`src/rtl/line_steer_ctrl.sv`:
```
// Line-following steering controller. It synchronises and debounces the leading sensor
// bank, classifies it into a 4-bit steering code, and resolves lost-line events.
module line_steer_ctrl #(
    parameter int N_SENS           = 4,
    parameter int DEBOUNCE_CYCLES  = 5000,
    parameter int INTERSECT_CYCLES = 30000000,
    parameter int SENS_INV         = 1
) (
    input  logic              clk,
    input  logic              rst_n,
    input  logic              enable,
    input  logic              direction,
    input  logic [N_SENS-1:0] front_sens,
    input  logic [N_SENS-1:0] rear_sens,
    input  logic [1:0]        mid_sens,
    output logic [3:0]        dir,
    output logic              dir_strobe,
    output logic              at_intersect,
    output logic [2:0]        state_dbg
);
    localparam int NIN  = 2*N_SENS + 2;
    localparam int HALF = N_SENS / 2;
    localparam int CW   = $clog2(N_SENS) + 1;
    localparam int DW   = $clog2(DEBOUNCE_CYCLES + 1);
    localparam int IW   = $clog2(INTERSECT_CYCLES + 1);

    localparam logic [3:0] C_PROCEED  = 4'b0000;
    localparam logic [3:0] C_VEER_R   = 4'b1001;
    localparam logic [3:0] C_HARD_R   = 4'b1010;
    localparam logic [3:0] C_NINETY_R = 4'b1011;
    localparam logic [3:0] C_VEER_L   = 4'b0101;
    localparam logic [3:0] C_HARD_L   = 4'b0110;
    localparam logic [3:0] C_NINETY_L = 4'b0111;
    localparam logic [3:0] C_STOP     = 4'b1111;

    typedef enum logic [2:0] {
        S_TRACK         = 3'd0,
        S_DEBOUNCE      = 3'd1,
        S_CLASSIFY      = 3'd2,
        S_CHK_INTERSECT = 3'd3,
        S_HALT          = 3'd4
    } state_t;

    state_t            state, state_n;
    logic [NIN-1:0]    raw_pol, sync1, sync2;
    logic [N_SENS-1:0] front_sync, rear_sync, lead, prev_lead, snap, snap_n;
    logic [1:0]        mid_sync;
    logic              direction_q, dir_chg, is_ninety, at_n;
    logic [3:0]        dir_n, class_code;
    logic [DW-1:0]     dcnt, dcnt_n;
    logic [IW-1:0]     icnt, icnt_n;
    logic [CW-1:0]     cnt_l, cnt_r, diff;

    function automatic logic [CW-1:0] popcnt(input logic [HALF-1:0] v);
        logic [CW-1:0] c;
        c = '0;
        for (int i = 0; i < HALF; i++) c = c + CW'(v[i]);
        return c;
    endfunction

    // Inversion sits ahead of the first synchroniser flop so everything downstream sees 1 = tape.
    assign raw_pol    = (SENS_INV != 0) ? ~{mid_sens, rear_sens, front_sens}
                                        :  {mid_sens, rear_sens, front_sens};
    assign front_sync = sync2[N_SENS-1:0];
    assign rear_sync  = sync2[2*N_SENS-1:N_SENS];
    assign mid_sync   = sync2[NIN-1:2*N_SENS];
    assign lead       = direction ? front_sync : rear_sync;
    assign dir_chg    = (direction != direction_q);
    assign is_ninety  = (dir == C_NINETY_L) || (dir == C_NINETY_R);
    assign state_dbg  = state;

    assign cnt_l = popcnt(lead[HALF-1:0]);
    assign cnt_r = popcnt(lead[N_SENS-1:HALF]);
    assign diff  = (cnt_r > cnt_l) ? (cnt_r - cnt_l) : (cnt_l - cnt_r);

    always_comb begin
        class_code = C_PROCEED;
        if (diff != '0) begin
            if (diff < CW'(HALF)) class_code = (cnt_r > cnt_l) ? C_VEER_R : C_VEER_L;
            else                  class_code = (cnt_r > cnt_l) ? C_HARD_R : C_HARD_L;
        end
    end

    always_comb begin
        state_n = state;
        dir_n   = dir;
        dcnt_n  = dcnt;
        icnt_n  = icnt;
        snap_n  = snap;
        at_n    = 1'b0;
        if (!enable) begin
            state_n = S_TRACK;
            dir_n   = C_STOP;
            dcnt_n  = '0;
            icnt_n  = '0;
        end else begin
            case (state)
                S_TRACK: begin
                    if (lead != prev_lead || dir_chg) begin
                        state_n = S_DEBOUNCE;
                        snap_n  = prev_lead;
                        dcnt_n  = '0;
                    end
                end
                S_DEBOUNCE: begin
                    if (dir_chg) begin
                        dcnt_n = '0;
                    end else begin
                        dcnt_n = dcnt + DW'(1);
                        if (lead == snap)                           state_n = S_TRACK;
                        else if (dcnt == DW'(DEBOUNCE_CYCLES - 1))  state_n = S_CLASSIFY;
                    end
                end
                S_CLASSIFY: begin
                    if (lead == '0) begin
                        state_n = S_CHK_INTERSECT;
                        icnt_n  = '0;
                    end else begin
                        dir_n   = class_code;
                        state_n = S_TRACK;
                    end
                end
                S_CHK_INTERSECT: begin
                    if (lead != '0) begin
                        state_n = S_CLASSIFY;
                    end else if (mid_sync == 2'b11 || icnt == IW'(INTERSECT_CYCLES)) begin
                        dir_n   = C_STOP;
                        at_n    = 1'b1;
                        state_n = S_HALT;
                    end else if (mid_sync == 2'b01) begin
                        dir_n = C_NINETY_L;
                    end else if (mid_sync == 2'b10) begin
                        dir_n = C_NINETY_R;
                    end else if (!is_ninety) begin
                        // A committed 90-degree turn is held; only straight running counts toward the timeout.
                        dir_n  = C_PROCEED;
                        icnt_n = icnt + IW'(1);
                    end
                end
                S_HALT: begin
                    if (lead != '0) state_n = S_TRACK;
                end
                default: state_n = S_TRACK;
            endcase
        end
    end

    always_ff @(posedge clk or negedge rst_n) begin
        if (!rst_n) begin
            sync1        <= '0;
            sync2        <= '0;
            prev_lead    <= '0;
            direction_q  <= 1'b0;
            state        <= S_TRACK;
            dir          <= C_STOP;
            dir_strobe   <= 1'b0;
            at_intersect <= 1'b0;
            dcnt         <= '0;
            icnt         <= '0;
            snap         <= '0;
        end else begin
            sync1        <= raw_pol;
            sync2        <= sync1;
            prev_lead    <= lead;
            direction_q  <= direction;
            state        <= state_n;
            dir          <= dir_n;
            dir_strobe   <= (dir_n != dir);
            at_intersect <= at_n;
            dcnt         <= dcnt_n;
            icnt         <= icnt_n;
            snap         <= snap_n;
        end
    end
endmodule
```
`config.mk`:
```
export PLATFORM = sky130hd
export DESIGN_NAME = line_steer_ctrl
export DESIGN_NICKNAME = d
export VERILOG_FILES = /design/src/rtl/line_steer_ctrl.sv
export SDC_FILE = /design/constraint.sdc
export NUM_CORES = 1
export LEC_CHECK = 0
export ABC_CLOCK_PERIOD_IN_PS = 3200
export BUFFER_PORTS_ARGS = -buffer_cell sky130_fd_sc_hd__buf_2
export CAP_MARGIN = 15
export CORE_MARGIN = 1
export CORE_UTILIZATION = 55
export DETAILED_ROUTE_END_ITERATION = 8
export GPL_TIMING_DRIVEN = 1
export HOLD_SLACK_MARGIN = 0.12
export PLACE_DENSITY_LB_ADDON = 0.25
export SYNTH_ARGS = -nofsm -noshare
export SYNTH_HDL_FRONTEND = slang
export SYNTH_SLANG_ARGS = --single-unit
```
`constraint.sdc`:
```
create_clock -name clk -period 3.2 [get_ports clk]
set_input_delay 0.64 -clock clk [delete_from_list [all_inputs] [get_ports clk]]
set_output_delay 0.64 -clock clk [all_outputs]
set_load 0.05 [all_outputs]
```
== Word-level counts from Yosys, hierarchy flattened ==
Index checks and enable logic that the tools add are counted.

* Input port bits: 14
* Logic and storage cells: 99
* Register bits: 76

* Add/sub/neg operators: 6
* Bitwise operators: 1
* Reductions and logical operators: 11
* Equality and inequality tests: 28
* Order comparisons: 2
* Mux-type cells: 40

{| class="wikitable"
|+ Operator list
! kind !! count
|-
| 25-bit 2-to-1 mux || 7
|-
| 25-bit one-hot mux with 2 select lines || 1
|-
| 4-bit 2-to-1 mux || 12
|-
| 13-bit 2-to-1 mux || 3
|-
| 3-bit 2-to-1 mux || 9
|-
| 3-bit inequality test, second input constant || 9
|-
| 13-bit one-hot mux with 2 select lines || 1
|-
| 25-bit by 1-bit adder with 25-bit output, second input constant || 1
|-
| 25-bit == test, second input constant || 1
|-
| 3-bit one-hot mux with 5 select lines || 1
|-
| 13-bit by 1-bit adder with 13-bit output, second input constant || 1
|-
| 13-bit == test, second input constant || 1
|-
| 10-bit inverter || 1
|-
| 4-bit inequality test || 2
|-
| 4-bit inequality test, second input constant || 2
|-
| 4-bit one-hot mux with 2 select lines || 1
|-
| 7-bit AND reduction || 1
|-
| 3-bit by 2-bit == test with 1-bit output, second input constant || 2
|-
| 3-bit by 1-bit inequality test with 1-bit output, second input constant || 2
|-
| 2-bit by 2-bit subtractor with 3-bit output || 2
|-
| 5-bit AND reduction || 1
|-
| 1-bit by 1-bit adder with 2-bit output || 2
|-
| 2-bit == test, second input constant || 2
|-
| 4-bit by 3-bit == test with 1-bit output, second input constant || 1
|-
| 17 further kinds || 22
|}

== Longest topological paths before layout ==
* Depth after elaboration: 11
* Gate-level depth with buffers: 14

== Worst setup path after synthesis ==
No wires, ideal clock.

* Path type: input to register
* From: in direction
* To: reg dir_strobe
* Slack: 59 ps
* Stages on the path: 13
* Library setup time: 133 ps
* Required time: 3067 ps
* Arrival time: 3008 ps
* Path through: buf_6 > mux2i_2 > ha_1 > ha_1 > inv_1 > fa_1 > nand2b_1 > o21ba_2 > mux2i_1 > o21ai_0 > o21ai_0 > nor4_2 > nand3_1

* Cells in the longest elaborated chain, start to end: 11
* Elaborated cells on any way between the ends: 20
* Those cells by class: add/sub: 4; order compare: 2; eq/ne: 1; mux: 10; reduce/logical: 3

{| class="wikitable"
|+ Ends and longest elaborated chain
! item !! RTL line !! source
|-
| start, declared || 12 || <nowiki>input logic direction,</nowiki>
|-
| 4-bit 2-to-1 mux (*) || 67 || <nowiki>assign lead = direction ? front_sync : rear_sync;</nowiki>
|-
| 1-bit by 1-bit adder with 2-bit output || 57 || <nowiki>for (int i = 0; i < HALF; i++) c = c + CW'(v[i]);</nowiki>
|-
| 2-bit by 2-bit subtractor with 3-bit output / 2-bit greater-than comparator (equally long branches) || 74, 79, 80 ||
|-
| 3-bit 2-to-1 mux || 74 || <nowiki>assign diff = (cnt_r > cnt_l) ? (cnt_r - cnt_l) : (cnt_l - cnt_r);</nowiki>
|-
| 3-bit by 2-bit < comparator with 1-bit output || 79 || <nowiki>if (diff < CW'(HALF)) class_code = (cnt_r > cnt_l) ? C_VEER_R : C_VEER_L;</nowiki>
|-
| 4-bit 2-to-1 mux || 79 ||
|-
| 4-bit 2-to-1 mux || 78 || <nowiki>if (diff != '0) begin</nowiki>
|-
| 4-bit 2-to-1 mux || 115 || <nowiki>if (lead == '0) begin</nowiki>
|-
| 4-bit one-hot mux with 2 select lines (*) || 97 || <nowiki>case (state)</nowiki>
|-
| 4-bit 2-to-1 mux (*) || 91 || <nowiki>if (!enable) begin</nowiki>
|-
| 4-bit inequality test (*) || 168 || <nowiki>dir_strobe <= (dir_n != dir);</nowiki>
|-
| end signal, assigned || 168 ||
|-
| end, declared || 17 || <nowiki>output logic dir_strobe,</nowiki>
|}

Every way passes the cells marked *; elsewhere a longest branch is shown, timed or not.
A chain may end at the register's enable or synchronous reset.

== Worst setup path in the final report ==
Same ends and word-level chain as after synthesis.

==> key figures <==
Worst setup path
  – FF-to-FF path depth: 13
  – CP Data Arrival Time: 3.23 ns
  – Crit path launch type: input port
  – R2r setup slk: 0.33 ns
  – Worst path required time: 3.43 ns
  – Max FO, Critical Path: 5
  – Critical path capture point type: register
  – Critical path origin: direction
  – Reg-to-reg endpoint: dir_strobe$_DFF_PN0_
  – WS Path Type: in2reg
  – Reg2reg start: sync2[1]$_DFF_PN0_

Clock tree
  – Root buffer cell: clkbuf_8
  – CTS Buf Count: 9
  – Clk buf depth: 2
  – H-Tree Depth: 3
  – Clk sinks: 76
  – Setup bufs post-CTS: 0
  – Worst skew pair latency: 0.35 ns
  – CTS clk-pin slew, worst paths: 0.08 ns
  – Gates resized, CTS repair: 0
  – Hold Buf Count CTS: 0
  – CTS tree: yes

Hold path
  – Worst min path class: reg2reg
  – Cell depth of the worst hold path: 0
  – Hold path start: sync1[5]$_DFF_PN0_
  – Hold Path Sink: sync2[5]$_DFF_PN0_

Synthesis
  – Post-synth EDFFs: 0
  – Synth async-reset ratio: 1.000
  – Primary FF master, synth: dfrtp_1
  – Synth area leader: dfrtp_1
  – Synth top area share: 0.4258
  – Cells after synthesis: 455
  – YS warnings: 0
  – Syn avg cell area: 9.300 um2
  – Seq/Total Area, Yosys: 0.4506
  – FF+latch count, synth: 76
  – Mapped Area: 4232 um2
  – Syn_nets: 481
  – Top post-synthesis cells by area: dfrtp_1, o21ai_0, nand2_1
  – Cell variety after synth: 63

STA
  – Slew margin rel.: 0.3758
  – Fin crit share: 0.9383
  – Fin. Hold Viols: 0
  – Max Slew Vio Count: 0
  – Clock skew: 0.01096 ns
  – Final setup viols: 0
  – Fin crit period: 3.003 ns
  – Slew @ Worst Pin: 0.9363 ns
  – FMAX: 333.0 MHz
  – RSZ-0062 raised after global routing: no

Drt
  – DRT Pass-1 Iters: 4
  – Vias: 3442
  – DRT iter0 DRCs: 164
  – DR WL/cell: 15.51 um
  – Final WL: 8978 um
  – Vias/cell: 5.945
  – # DRC: 0
  – Detail Route Antenna Nets: 0

Finish
  – Commonest non-fill, non-tap cells in the layout: dfrtp_1, o21ai_0, nand2_1
  – Nets@finish: 501
  – Commonest non-fill, non-tap cell in the layout: dfrtp_1
  – Final Util: 0.6342
  – Layout cells sized above 1: 0.1542
  – Area growth from synthesis to layout: 9.876%
  – ANT cells: 0
  – Design Area, Final: 4649 um2

Placed design
  – PortBufs: 22
  – Placement Cell Area: 4423 um2
  – Routability cong.: 0.8865
  – Post-DP HPWL: 6136 um

GRT
  – Largest net degree at the start of global routing: 77
  – First-pass GRT wire length: 15550 um
  – Vias in the first global route: 3326
  – Grt total ovfl: 0
  – Initial antenna violation count: 0
  – GRT Total Usage: 0.2372

Die
  – Die height: 89.72 um
  – Rows: 31
  – Starting density of the core: 0.5772
  – Ports: 23
  – Chip Width: 89.72 um
  – Core area: 7331 um2
  – Die ar.: 8049 um2

Pwr
  – Static leakage: 2.004 nW
  – Total power: 2.736 mW
  – Pwr per Cell Area: 588.4 nW/um2
  – VDD IR max: 0.5001 mV

Run status
  – Run status: finished clean

Run
  – Maxcap violations: 0
==> critical path, stage by stage <==
cell,delay [ns]
buf_2,0.20
mux2i_1,0.29
ha_1,0.29
inv_1,0.07
ha_1,0.14
inv_1,0.05
fa_1,0.43
nand2b_1,0.18
o21ba_2,0.22
mux2i_1,0.11
o21ai_0,0.16
o21ai_0,0.13
nor4_2,0.24
nand3_1,0.09
==> registers in the layout, indices dropped and copies added, names as in the netlist <==
name,flops
sync2,10
state_dbg,3
sync1,10
dcnt,13
dir,4
prev_lead,4
dir_strobe,1
icnt,25
at_intersect,1
direction_q,1
snap,4
==> layer usage <==
metal / track usage / up-vias / wire length, um
met5: 0 / - / 0
met4: 0.06557 / 0 / 98
met3: 0.05076 / 10 / 434
met2: 0.3737 / 96 / 4188
met1: 0.3326 / 1673 / 4256
li1: - / 1663 / -
==> synthesized netlist by cell type (all sizes together) (5+ instances only) <==
master / number
nand2: 42
o31ai: 8
nand4: 14
o211ai: 8
xor2: 5
nor3: 9
nand3: 15
buf: 12
dfrtp: 72
mux2i: 9
o21ai: 63
clkbuf: 13
ha: 10
and3: 8
a31oi: 13
xnor2: 7
a21oi: 17
nor2: 39
and2: 8
inv: 26
nor4: 6
==> cells by family after synthesis <==
kind of cell,synth area share
xor gates and xnor gates,0.02484
AOI/OAI and AO/OA,0.1866
DFF,0.4506
and+or+nand+nor,0.2073
muxes,0.03666
buffers and inverters,0.05499
adders and majority gates,0.03903
==> final cells by class <==
class	count	area (um2)
well taps	99	123.9
multi-input cells	328	2092
inverters	26	97.59
repair buffers	34	202.7
flip-flops and latches	76	1907
fillers	591	2681
clock buffers	11	141.4
clock inverters	5	85.08
==> how the worst max path moves through the flow <==
| stage | to | slack (ns) | cells after the start |
|---|---|---|---|
| 6_report | dir_strobe$_DFF_PN0_ | 0.20 | 14 |
| 5_1_grt | dir_strobe$_DFF_PN0_ | 0.06 | 14 |
| 4_1_cts | dir_strobe$_DFF_PN0_ | 0.20 | 14 |
| 3_5_place_dp | dir_strobe$_DFF_PN0_ | -0.14 | 14 |
| 3_3_place_gp | dir_strobe$_DFF_PN0_ | -0.04 | 14 |
| 2_1_floorplan | dir_strobe$_DFF_PN0_ | 0.06 | 13 |
==> stage by stage <==
stage	cells	setup TNS (ns)	setup WS [ns]	hold WS, ns
after global placement	563	-0.03790	-0.03790	0.3326
after detailed placement	563	-0.1396	-0.1396	0.3365
after floorplan	455	0	0.05869	0.3312
after CTS	579	0	0.2048	0.3512
final	579	0	0.1973	0.3493
after global routing	579	0	0.06299	0.3542
==> power by group <==
group | internal [mW] | switching, mW | leakage (nW) | total, mW
clock | 0.463 | 0.363 | 0.110 | 0.826
combinational | 0.279 | 0.445 | 0.917 | 0.724
sequential | 1.05 | 0.134 | 0.978 | 1.19
No activity file was read; power rests on OpenSTA's default activity.
